File: src/rtl/fp16_pkg.sv
// Shared FP16 constants and the dot-sequencer state encoding.
package fp16_pkg;
  localparam int FP16_W     = 16;
  localparam int FP16_EXP_W = 5;
  localparam int FP16_MAN_W = 10;

  localparam logic [FP16_W-1:0] FP16_ONE  = 16'h3C00;
  localparam logic [FP16_W-1:0] FP16_ZERO = 16'h0000;

  typedef enum logic [2:0] {IDLE, ACCUM, DRAIN, REDUCE, DONE} state_t;
endpackage

File: src/rtl/fp16_dot_sequencer_if.sv
// Operand, FMA and result channels of the dot sequencer.
// FP16_DOT_ACC_INIT_EN adds the acc_init input.
interface fp16_dot_sequencer_if #(parameter int LEN_W = 16);
  logic             start;
  logic [LEN_W-1:0] len;
  logic             busy;
`ifdef FP16_DOT_ACC_INIT_EN
  logic [15:0]      acc_init;
`endif
  logic             op_valid, op_ready;
  logic [15:0]      op_a, op_b;
  logic             fma_in_valid;
  logic [15:0]      fma_a, fma_b, fma_c;
  logic             fma_out_valid;
  logic [15:0]      fma_out;
  logic             res_valid, res_ready;
  logic [15:0]      res_data;

`ifdef FP16_DOT_ACC_INIT_EN
  modport master (input start, len, acc_init, op_valid, op_a, op_b, fma_out_valid, fma_out, res_ready,
                  output busy, op_ready, fma_in_valid, fma_a, fma_b, fma_c, res_valid, res_data);
  modport slave  (output start, len, acc_init, op_valid, op_a, op_b, fma_out_valid, fma_out, res_ready,
                  input busy, op_ready, fma_in_valid, fma_a, fma_b, fma_c, res_valid, res_data);
`else
  modport master (input start, len, op_valid, op_a, op_b, fma_out_valid, fma_out, res_ready,
                  output busy, op_ready, fma_in_valid, fma_a, fma_b, fma_c, res_valid, res_data);
  modport slave  (output start, len, op_valid, op_a, op_b, fma_out_valid, fma_out, res_ready,
                  input busy, op_ready, fma_in_valid, fma_a, fma_b, fma_c, res_valid, res_data);
`endif
endinterface

File: src/rtl/fp16_dot_lane_tracker.sv
// Tracks which lane each in-flight FMA op belongs to and which lanes await a result.
module fp16_dot_lane_tracker #(
  parameter int LANES = 4,
  parameter int LW    = 2
) (
  input  logic             clk,
  input  logic             rst,
  input  logic             issue,
  input  logic [LW-1:0]    issue_lane,
  input  logic             fma_out_valid,
  output logic             ret,
  output logic [LW-1:0]    ret_lane,
  output logic [LANES-1:0] pending
);
  logic [LANES-1:0]         vld_pipe;
  logic [LANES-1:0][LW-1:0] lane_pipe;
  logic [LANES-1:0]         pending_n;

  // Oldest entry lines up with the FMA output; results with no tracked issue are dropped.
  assign ret      = vld_pipe[LANES-1] & fma_out_valid;
  assign ret_lane = lane_pipe[LANES-1];

  always_comb begin
    pending_n = pending;
    if (ret)   pending_n[ret_lane]   = 1'b0;
    if (issue) pending_n[issue_lane] = 1'b1;
  end

  always_ff @(posedge clk) begin
    if (rst) begin
      vld_pipe  <= '0;
      lane_pipe <= '0;
      pending   <= '0;
    end else begin
      vld_pipe  <= {vld_pipe[LANES-2:0], issue};
      lane_pipe <= {lane_pipe[LANES-2:0], issue_lane};
      pending   <= pending_n;
    end
  end
endmodule

File: src/rtl/fp16_dot_sequencer.sv
// Dot-product sequencer: interleaves partial sums across FMA lanes, then reduces them.
// FP16_DOT_ACC_INIT_EN seeds lane 0 with acc_init.
module fp16_dot_sequencer import fp16_pkg::*; #(
  parameter int FMA_LATENCY = 4,
  parameter int LEN_W       = 16
) (
  input logic                  clk,
  input logic                  rst,
  fp16_dot_sequencer_if.master bus
);
  localparam int LW = (FMA_LATENCY > 1) ? $clog2(FMA_LATENCY) : 1;
  localparam logic [LW-1:0] LAST_LANE = LW'(FMA_LATENCY - 1);

  state_t                         state, state_n;
  logic [LEN_W-1:0]               len_q, cnt;
  logic [LW-1:0]                  lane, red_idx, ret_lane, issue_lane;
  logic [FMA_LATENCY-1:0][15:0]   slot;
  logic [FMA_LATENCY-1:0]         pending;
  logic [15:0]                    acc, res_q, a_q, b_q, c_q, iss_a, iss_b, iss_c, init0;
  logic                           ret, lane_ret, issue, op_ready;

`ifdef FP16_DOT_ACC_INIT_EN
  assign init0 = bus.acc_init;
`else
  assign init0 = FP16_ZERO;
`endif

  fp16_dot_lane_tracker #(.LANES(FMA_LATENCY), .LW(LW)) u_tracker (
    .clk, .rst, .issue, .issue_lane,
    .fma_out_valid(bus.fma_out_valid),
    .ret, .ret_lane, .pending
  );

  assign lane_ret = ret && (ret_lane == lane);

  always_comb begin
    state_n    = state;
    op_ready   = 1'b0;
    issue      = 1'b0;
    issue_lane = lane;
    iss_a      = a_q;
    iss_b      = b_q;
    iss_c      = c_q;
    case (state)
      IDLE:   if (bus.start) state_n = (bus.len == '0) ? DONE : ACCUM;
      ACCUM: begin
        // A lane whose result lands this cycle is free again; forward the result as addend.
        op_ready = ~pending[lane] | lane_ret;
        issue    = bus.op_valid & op_ready;
        iss_a    = bus.op_a;
        iss_b    = bus.op_b;
        iss_c    = lane_ret ? bus.fma_out : slot[lane];
        if (issue && cnt == len_q - 1'b1) state_n = DRAIN;
      end
      DRAIN:  if (pending == '0) state_n = REDUCE;
      REDUCE: begin
        issue      = (pending == '0);
        issue_lane = red_idx;
        iss_a      = acc;
        iss_b      = FP16_ONE;
        iss_c      = slot[red_idx];
        if (ret && red_idx == LAST_LANE) state_n = DONE;
      end
      DONE:   if (bus.res_ready) state_n = IDLE;
      default: state_n = IDLE;
    endcase
  end

  assign bus.busy         = (state != IDLE);
  assign bus.op_ready     = op_ready;
  assign bus.fma_in_valid = issue;
  assign bus.fma_a        = issue ? iss_a : a_q;
  assign bus.fma_b        = issue ? iss_b : b_q;
  assign bus.fma_c        = issue ? iss_c : c_q;
  assign bus.res_valid    = (state == DONE);
  assign bus.res_data     = res_q;

  always_ff @(posedge clk) begin
    if (rst) begin
      state   <= IDLE;
      len_q   <= '0;
      cnt     <= '0;
      lane    <= '0;
      red_idx <= LW'(1);
      slot    <= '0;
      acc     <= FP16_ZERO;
      res_q   <= FP16_ZERO;
      a_q     <= FP16_ZERO;
      b_q     <= FP16_ZERO;
      c_q     <= FP16_ZERO;
    end else begin
      state <= state_n;
      a_q   <= bus.fma_a;
      b_q   <= bus.fma_b;
      c_q   <= bus.fma_c;
      case (state)
        IDLE: if (bus.start) begin
          len_q   <= bus.len;
          cnt     <= '0;
          lane    <= '0;
          red_idx <= LW'(1);
          slot[0] <= init0;
          res_q   <= init0;
        end
        ACCUM, DRAIN: begin
          if (ret) slot[ret_lane] <= bus.fma_out;
          if (issue) begin
            cnt  <= cnt + 1'b1;
            lane <= (lane == LAST_LANE) ? '0 : lane + 1'b1;
          end
          if (state_n == REDUCE) acc <= slot[0];
        end
        REDUCE: if (ret) begin
          acc     <= bus.fma_out;
          red_idx <= red_idx + 1'b1;
          if (red_idx == LAST_LANE) res_q <= bus.fma_out;
        end
        DONE: if (bus.res_ready) slot <= '0;
        default: ;
      endcase
    end
  end
endmodule

File: src/flat_wrapper.sv
// flat-port wrapper written by rule: the top's interface ports become plain ports
module fp16_dot_sequencer_flat import fp16_pkg::*;
#(
  parameter int FMA_LATENCY = 4,
  parameter int LEN_W       = 16
)
  (clk, rst, bus_start, bus_len, bus_op_valid, bus_op_a, bus_op_b, bus_fma_out_valid, bus_fma_out, bus_res_ready, bus_busy, bus_op_ready, bus_fma_in_valid, bus_fma_a, bus_fma_b, bus_fma_c, bus_res_valid, bus_res_data);
  fp16_dot_sequencer_if #(.LEN_W(LEN_W)) bus_i ();
  input logic clk;
  input logic rst;
  input wire logic [$bits(bus_i.start)-1:0] bus_start;
  input wire logic [$bits(bus_i.len)-1:0] bus_len;
  input wire logic [$bits(bus_i.op_valid)-1:0] bus_op_valid;
  input wire logic [$bits(bus_i.op_a)-1:0] bus_op_a;
  input wire logic [$bits(bus_i.op_b)-1:0] bus_op_b;
  input wire logic [$bits(bus_i.fma_out_valid)-1:0] bus_fma_out_valid;
  input wire logic [$bits(bus_i.fma_out)-1:0] bus_fma_out;
  input wire logic [$bits(bus_i.res_ready)-1:0] bus_res_ready;
  output wire logic [$bits(bus_i.busy)-1:0] bus_busy;
  output wire logic [$bits(bus_i.op_ready)-1:0] bus_op_ready;
  output wire logic [$bits(bus_i.fma_in_valid)-1:0] bus_fma_in_valid;
  output wire logic [$bits(bus_i.fma_a)-1:0] bus_fma_a;
  output wire logic [$bits(bus_i.fma_b)-1:0] bus_fma_b;
  output wire logic [$bits(bus_i.fma_c)-1:0] bus_fma_c;
  output wire logic [$bits(bus_i.res_valid)-1:0] bus_res_valid;
  output wire logic [$bits(bus_i.res_data)-1:0] bus_res_data;
  assign bus_i.start = bus_start;
  assign bus_i.len = bus_len;
  assign bus_i.op_valid = bus_op_valid;
  assign bus_i.op_a = bus_op_a;
  assign bus_i.op_b = bus_op_b;
  assign bus_i.fma_out_valid = bus_fma_out_valid;
  assign bus_i.fma_out = bus_fma_out;
  assign bus_i.res_ready = bus_res_ready;
  assign bus_busy = bus_i.busy;
  assign bus_op_ready = bus_i.op_ready;
  assign bus_fma_in_valid = bus_i.fma_in_valid;
  assign bus_fma_a = bus_i.fma_a;
  assign bus_fma_b = bus_i.fma_b;
  assign bus_fma_c = bus_i.fma_c;
  assign bus_res_valid = bus_i.res_valid;
  assign bus_res_data = bus_i.res_data;
  fp16_dot_sequencer #(.FMA_LATENCY(FMA_LATENCY), .LEN_W(LEN_W)) u_core (.clk(clk), .rst(rst), .bus(bus_i));
endmodule
File: config.mk
export PLATFORM = sky130hd
export DESIGN_NAME = fp16_dot_sequencer_flat
export DESIGN_NICKNAME = d
export VERILOG_FILES = /design/src/rtl/fp16_pkg.sv /design/src/rtl/fp16_dot_sequencer_if.sv /design/src/rtl/fp16_dot_lane_tracker.sv /design/src/rtl/fp16_dot_sequencer.sv /design/src/flat_wrapper.sv
export SDC_FILE = /design/constraint.sdc
export NUM_CORES = 1
export LEC_CHECK = 0
export BUFFER_PORTS_ARGS = -buffer_cell sky130_fd_sc_hd__buf_2
export CAP_MARGIN = 10
export CORE_UTILIZATION = 52
export CTS_CLUSTER_DIAMETER = 60
export DETAILED_ROUTE_END_ITERATION = 8
export GPL_TIMING_DRIVEN = 0
export PLACE_DENSITY_LB_ADDON = 0.1
export SYNTH_ARGS = -nofsm -noshare
export SYNTH_HDL_FRONTEND = slang
export SYNTH_SLANG_ARGS = --single-unit
File: constraint.sdc
create_clock -name clk -period 2.4 [get_ports clk]
set_input_delay 0.24 -clock clk [delete_from_list [all_inputs] [get_ports clk]]
set_output_delay 0.24 -clock clk [all_outputs]
set_load 0.02 [all_outputs]
==> results of run 1 <==
[flip-flops by register name, summed over array words and instances, names as in the netlist]
register and cells:
u_core.red_idx 2, u_core.len_q 16, u_core.u_tracker.lane_pipe 6, u_core.u_tracker.vld_pipe 4, u_core.slot 64, u_core.c_q 16
u_core.u_tracker.ret_lane 2, u_core.a_q 16, u_core.lane 2, u_core.cnt 16, u_core.bus.res_data 16, u_core.b_q 16
u_core.acc 16, u_core.u_tracker.pending 4, u_core.state 3
[stage by stage]
| step | area, um2 | setup TNS, ns | utilization [%] |
|---|---|---|---|
| after floorplan | 9420 | 0 | - |
| after global placement | 10400 | -13.43 | 59.4 |
| after detailed placement | 10400 | -13.96 | 59.4 |
| after CTS | 12000 | -12.03 | 68.5 |
| after global routing | 12300 | -16.42 | 70.2 |
| final | 12300 | -13.34 | 70.2 |
[repair_timing]
action,in CTS,in global routing
gates cloned,3,1
setup buffers,7,17
resized for setup,196,45
hold buffers,0,0
hold endpoints to repair,0,0
pin swaps,14,18
setup endpoints to repair,83,116
[area by class of cell]
cell class / count / area (um2)
plain buffers: 77 / 455
clock buffers: 21 / 480
clock inverters: 10 / 138
fillers: 1358 / 5210
inverters: 15 / 68.8
multi-input cells: 753 / 5770
flip-flops and latches: 199 / 3990
well taps: 225 / 282
repair buffers: 164 / 1080
[path summary, 6_finish.rpt]
check / start / to / slack (ns) / cells past startpoint
worst max-delay path: u_core.lane[1] / bus_fma_c[14] / -0.39 / 8
worst min register to register: u_core.u_tracker.lane_pipe[1] / u_core.u_tracker.lane_pipe[3] / 0.44 / 1
worst max register to register: u_core.lane[1] / u_core.cnt[6] / 0 / 9
worst min-delay path: bus_len[3] / u_core.len_q[3] / 0.05 / 3
[synth_stat cells, drive strengths merged, types with 2 or more instances]
master  number  area share (%)
ha           4            0.53
nand4        8            0.53
a22oi       65             5.2
buf         21             1.1
mux2i       37             3.9
nor2       147             5.9
inv         14            0.56
clkbuf      58             2.3
o211ai       6            0.48
or3          7            0.46
a21oi       44             2.3
nand2      110             4.4
a221oi      16             1.5
dfxtp      199              42
nand3       25             1.3
o21bai       2            0.16
mux4        33             7.9
o21ai       34             1.8
nor2b       14            0.93
nand2b       6            0.40
nor3b        2            0.16
xnor2       23             2.1
or2b         2            0.19
a211oi      17             1.4
nor4        10            0.66
and3b        4            0.39
or2          3            0.20
and2        35             2.3
and3         3            0.20
nor4b        7            0.88
o31ai       18             1.5
xor2         7            0.65
mux2        16             1.9
nand3b       3            0.24
and4         2            0.19
a32o         2            0.21
nor3        26             1.4
[per-layer routing]
metal  vias to the layer above  global-route usage [%]  share of wire [%]
met5                         -                       0                  0
met1                      4093                    40.4                 46
met2                       373                    45.3                 45
met3                        42                    5.33                7.7
li1                       4114                       -                  -
met4                         0                    9.14                1.9
[power breakdown]
group	total (mW)	leakage [nW]	switching [mW]	internal, mW
Clock	2.97	0.303	1.30	1.67
Combinational	1.03	2.61	0.621	0.405
Sequential	3.42	1.61	0.0562	3.36
[cells by family (layout without fill, tap and decap cells)]
| kind of cell | after synthesis | count (layout) | share of synthesized area [%] |
|---|---|---|---|
| buf+inv | 94 | 287 | 4.01 |
| simple gates | 418 | 418 | 21.2 |
| fa+ha+maj | 4 | 4 | 0.531 |
| flops | 199 | 199 | 42.3 |
| compound gates | 215 | 215 | 15.5 |
| xor+xnor | 30 | 30 | 2.79 |
| mux | 86 | 86 | 13.7 |
[critical path: cells and delay by family (launching register included)]
family                 cells  cell delay [ns]
muxes                      1             0.56
DFF                        1             0.38
and+or+nand+nor            1             0.10
buffers and inverters      3             0.52
AOI/OAI and AO/OA          3             0.54
==> flow_summary.json, run 1 <==
{
  "track_usage_pct": 29.0,
  "worst_setup_path_start_kind": "flip-flop",
  "pin_count": 138,
  "avgSynthCellArea_um2": 9.00,
  "nets": 1301,
  "io_buffer_count": 136,
  "max_freq_mhz": 358,
  "grt_pass1_vias": 7900,
  "mostFrequentLayoutCells": "dfxtp_1, nor2_1, buf_2",
  "cts_buffer_depth": 2,
  "dr.pass1.iters": 5,
  "num_vias": 8622,
  "overflow": 0,
  "post-route-min-period_ns": 2.79,
  "worst_pin_slew_ns": 0.666,
  "yosysSeqAreaShare_pct": 42.3,
  "cts-buffers-inserted": 17,
  "outcome": "finished, violations left",
  "end_kind": "output port",
  "maxCapViolCount": 0,
  "ant_nets": 0,
  "start_util_pct": 53.9,
  "stdcell_count": 1464,
  "yosysWarnings": 0,
  "power_mw": 7.41,
  "cts-root-buf": "clkbuf_16",
  "yosys_register_bits": 199,
  "clock-skew-final_ns": 0.0121,
  "hold_path_class": "in2reg",
  "setup_slack_ns": -0.394,
  "critPathSlowestCell": "mux4_2",
  "holdWs_ns": 0.0524,
  "slew_violations": 0,
  "synthFlopType": "dfxtp_1",
  "syn2layout_area_growth_pct": 30.2,
  "drt_iter0_drc": 589,
  "die_area_mm2": 0.0187,
  "slew_headroom_pct": 55.6,
  "pre_cts_slack_ns": -0.496,
  "power_density_mw_per_mm2": 604,
  "violations": "setup timing",
  "grt_pass1_wl_um": 41600,
  "dieWidth_um": 137,
  "post_drt_wl_per_cell_um": 18.4,
  "wirelength_um": 26900,
  "synth_edf_count": 0,
  "crit_chain": "mux4_2 > o31ai_4 > a32oi_4 > buf_8 > buf_12 > a221oi_4 > nor2_1 > buf_4",
  "place_congestion": 0.918,
  "final_common_cell": "dfxtp_1",
  "hpwlAfterDp_um": 19200,
  "cts.clk_slew.worst_paths_ns": 0.07,
  "slowest_delay_ns": 0.56,
  "synth_cells": 1046,
  "drive_gt1_share_pct": 29.1,
  "hold_violations": 0,
  "vias_per_cell": 5.89,
  "clk_latency_ns": 0.44,
  "synthDistinctLibCells": 63,
  "synthArstFlopShare_pct": 0,
  "syn_nets": 1120,
  "diodes": 0,
  "arrival_ns": 2.55,
  "htreeDepth": 4,
  "antenna_found_initial": 0,
  "ir_drop_v": 0.000516,
  "rows": 48,
  "cts_tree": "done",
  "period_share_pct": 116,
  "route.detailed.drc": 0,
  "core-area_mm2": 0.0175,
  "syn_area_mm2": 0.00942,
  "finalSetupViolCount": 49,
  "grt_max_degree": 18,
  "leakage_nw": 4.52,
  "rsz0062_at_grt": "true",
  "cts_sinks": 199,
  "critPathKind": "reg2out",
  "dp_cells": 1407,
  "cp.required_ns": 2.16,
  "critPathMaxFanout": 10,
  "die_height_um": 137
}
Power figures use the tool's default switching activity.
==> run 2: changes to the inputs <==
--- a/config.mk
+++ b/config.mk
@@ -11,7 +11,7 @@
 export CTS_CLUSTER_DIAMETER = 60
 export DETAILED_ROUTE_END_ITERATION = 8
 export GPL_TIMING_DRIVEN = 0
-export PLACE_DENSITY_LB_ADDON = 0.1
+export PLACE_DENSITY = 0.77
 export SYNTH_ARGS = -nofsm -noshare
 export SYNTH_HDL_FRONTEND = slang
 export SYNTH_SLANG_ARGS = --single-unit
==> run 2 against run 1 <==
  * The run still ends with setup timing left
  * Clock power is 2% lower
  * Hold slack got worse by 0.0034 ns
  * Sequential power is essentially flat
  * Largest cell class unchanged
==> flow_summary.json, run 2 (same netlist as run 1, synthesis figures left out) <==
{
  "stdcell_count": 1467,
  "cts-root-buf": "clkbuf_16",
  "clock-skew-final_ns": 0.0108,
  "holdWs_ns": 0.0490,
  "post-route-min-period_ns": 2.77,
  "clockPowerShare_pct": 39.4,
  "core-area_mm2": 0.0175,
  "num_vias": 8831,
  "grt_util_met3_pct": 5.78,
  "setup.worst_path.start": "u_core.lane[1]",
  "violations": "setup timing",
  "htreeDepth": 4,
  "dieWidth_um": 137,
  "gr-usage-met1_pct": 38.0,
  "mostFrequentLayoutCells": "dfxtp_1, nor2_1, buf_2, nand2_1, a22oi_1",
  "final_util_pct": 70.3,
  "cp_common_cell": "buf_12",
  "track_usage_pct": 29.8,
  "io_buffer_count": 136,
  "hold_violations": 0,
  "crit_family": "multiplexers",
  "crit_chain": "mux4_2 > o31ai_4 > a32oi_4 > buf_12 > buf_12 > a221oi_4 > nor2_1 > buf_4",
  "arrival_ns": 2.53,
  "cp.required_ns": 2.16,
  "antenna_found_initial": 3,
  "grt_pass1_vias": 8214,
  "postCtsHoldBufs": 0,
  "cts_sinks": 199,
  "hpwlAfterDp_um": 19100,
  "route.detailed.drc": 0,
  "cp_num_buf_inv": 3,
  "setup_slack_ns": -0.374,
  "wirelength_um": 28700,
  "power_density_mw_per_mm2": 599,
  "grt_max_degree": 19,
  "dr.pass1.iters": 5,
  "critical_path_cell_count": 8,
  "vias_per_cell": 6.02,
  "pin_count": 138,
  "regToRegSetupSlack_ns": -0.02,
  "final_common_cell": "dfxtp_1",
  "start_util_pct": 53.9,
  "p_sw_share_pct": 27.5,
  "cts_buffer_depth": 2,
  "rsz0062_at_grt": "true",
  "grt_busiest_layer": "met2",
  "drt_iter0_drc": 714,
  "reg2reg_to": "u_core.cnt[12]",
  "dp_cells": 1407,
  "critPathKind": "reg2out",
  "leakage_nw": 4.51,
  "cts.clk_slew.worst_paths_ns": 0.07,
  "outcome": "finished, violations left",
  "end_kind": "output port",
  "grt_pass1_wl_um": 42700,
  "maxCapViolCount": 0,
  "power.switching_mw": 2.03,
  "hold_path_class": "in2reg",
  "slowest_delay_ns": 0.55,
  "slew_headroom_pct": 57.9,
  "ir_drop_v": 0.000523,
  "slew_violations": 0,
  "pwr-share-seq_pct": 46.4,
  "gr-usage-met2_pct": 50.3,
  "post_drt_wl_per_cell_um": 19.6,
  "drive_gt1_share_pct": 29.1,
  "ant_nets": 0,
  "p_comb_share_pct": 14.2,
  "finalSetupViolCount": 51,
  "die_height_um": 137,
  "critPathMaxFanout": 10,
  "crit_path_end": "bus_fma_c[13]",
  "syn2layout_area_growth_pct": 30.5,
  "period_share_pct": 116,
  "worstRegToRegCells": 8,
  "worst_setup_path_start_kind": "flip-flop",
  "max_freq_mhz": 361,
  "r2r_start": "u_core.lane[1]",
  "clk_latency_ns": 0.44,
  "nets": 1301,
  "worst_pin_slew_ns": 0.627,
  "overflow": 0,
  "largest_register": "u_core.slot",
  "place_congestion": 0.902,
  "cts_tree": "done",
  "cts-buffers-inserted": 17,
  "power.internal_mw": 5.34,
  "largest_reg_flops": 64,
  "rows": 48,
  "critPathSlowestCell": "mux4_2",
  "die_area_mm2": 0.0187,
  "power_mw": 7.36
}
[run 2: layout make-up]
cell class	count	area, um2
clock inverter	14	164
inverter	15	68.8
clock buffer	18	429
timing repair buffer	164	1110
tap	225	282
sequential	199	3990
fill	1272	5190
antenna	2	5.00
buffer	77	463
multi-input combinational	753	5770
[run 2: tightest hold or removal path, cell delays in order]
cell     delay (ns)
buf_2          0.11
nand2_1        0.05
a21oi_1        0.05
[run 2: what timing repair did]
action                                  in CTS  in global routing
gates resized for setup                    191                 66
pin swaps                                    9                 10
gates cloned                                 2                  1
endpoints found under the setup margin      68                115
buffers inserted                            15                 15
[run 2: how the worst min path moves through the flow]
stage	from	to	slack, ns	depth (start not counted)
3_5_place_dp	u_core.u_tracker.lane_pipe[5]	u_core.u_tracker.ret_lane[1]	0.43	1
4_1_cts	bus_len[2]	u_core.len_q[2]	0.05	3
2_1_floorplan	bus_len[15]	u_core.len_q[15]	0.38	2
5_1_grt	bus_len[9]	u_core.len_q[9]	0.05	3
6_report	bus_len[9]	u_core.len_q[9]	0.05	3
3_3_place_gp	u_core.u_tracker.lane_pipe[0]	u_core.u_tracker.lane_pipe[2]	0.41	1
[run 2: per-layer routing]
metal / vias to the layer above / wire length, um
li1: 4123 / -
met1: 4222 / 11800
met2: 415 / 14000
met3: 69 / 2260
met4: 2 / 744
met5: - / 8
[run 2: metrics by stage]
step,setup WS [ns],cell area (um2),TNS (ns)
floorplan,0.0554,9420,0
global placement,-0.426,10400,-12.30
detailed placement,-0.458,10400,-11.95
CTS,-0.325,11900,-11.52
global route,-0.422,12300,-16.57
finish,-0.374,12300,-13.21
[run 2: power by group through the flow]
stage               Clock, mW  Sequential [mW]  Combinational, mW
CTS                      2.92             3.41              0.956
global placement            0             3.49              0.787
detailed placement          0             3.49              0.797
finish                   2.90             3.42               1.05
floorplan                   0             3.47              0.523
global route             3.06             3.42               1.12
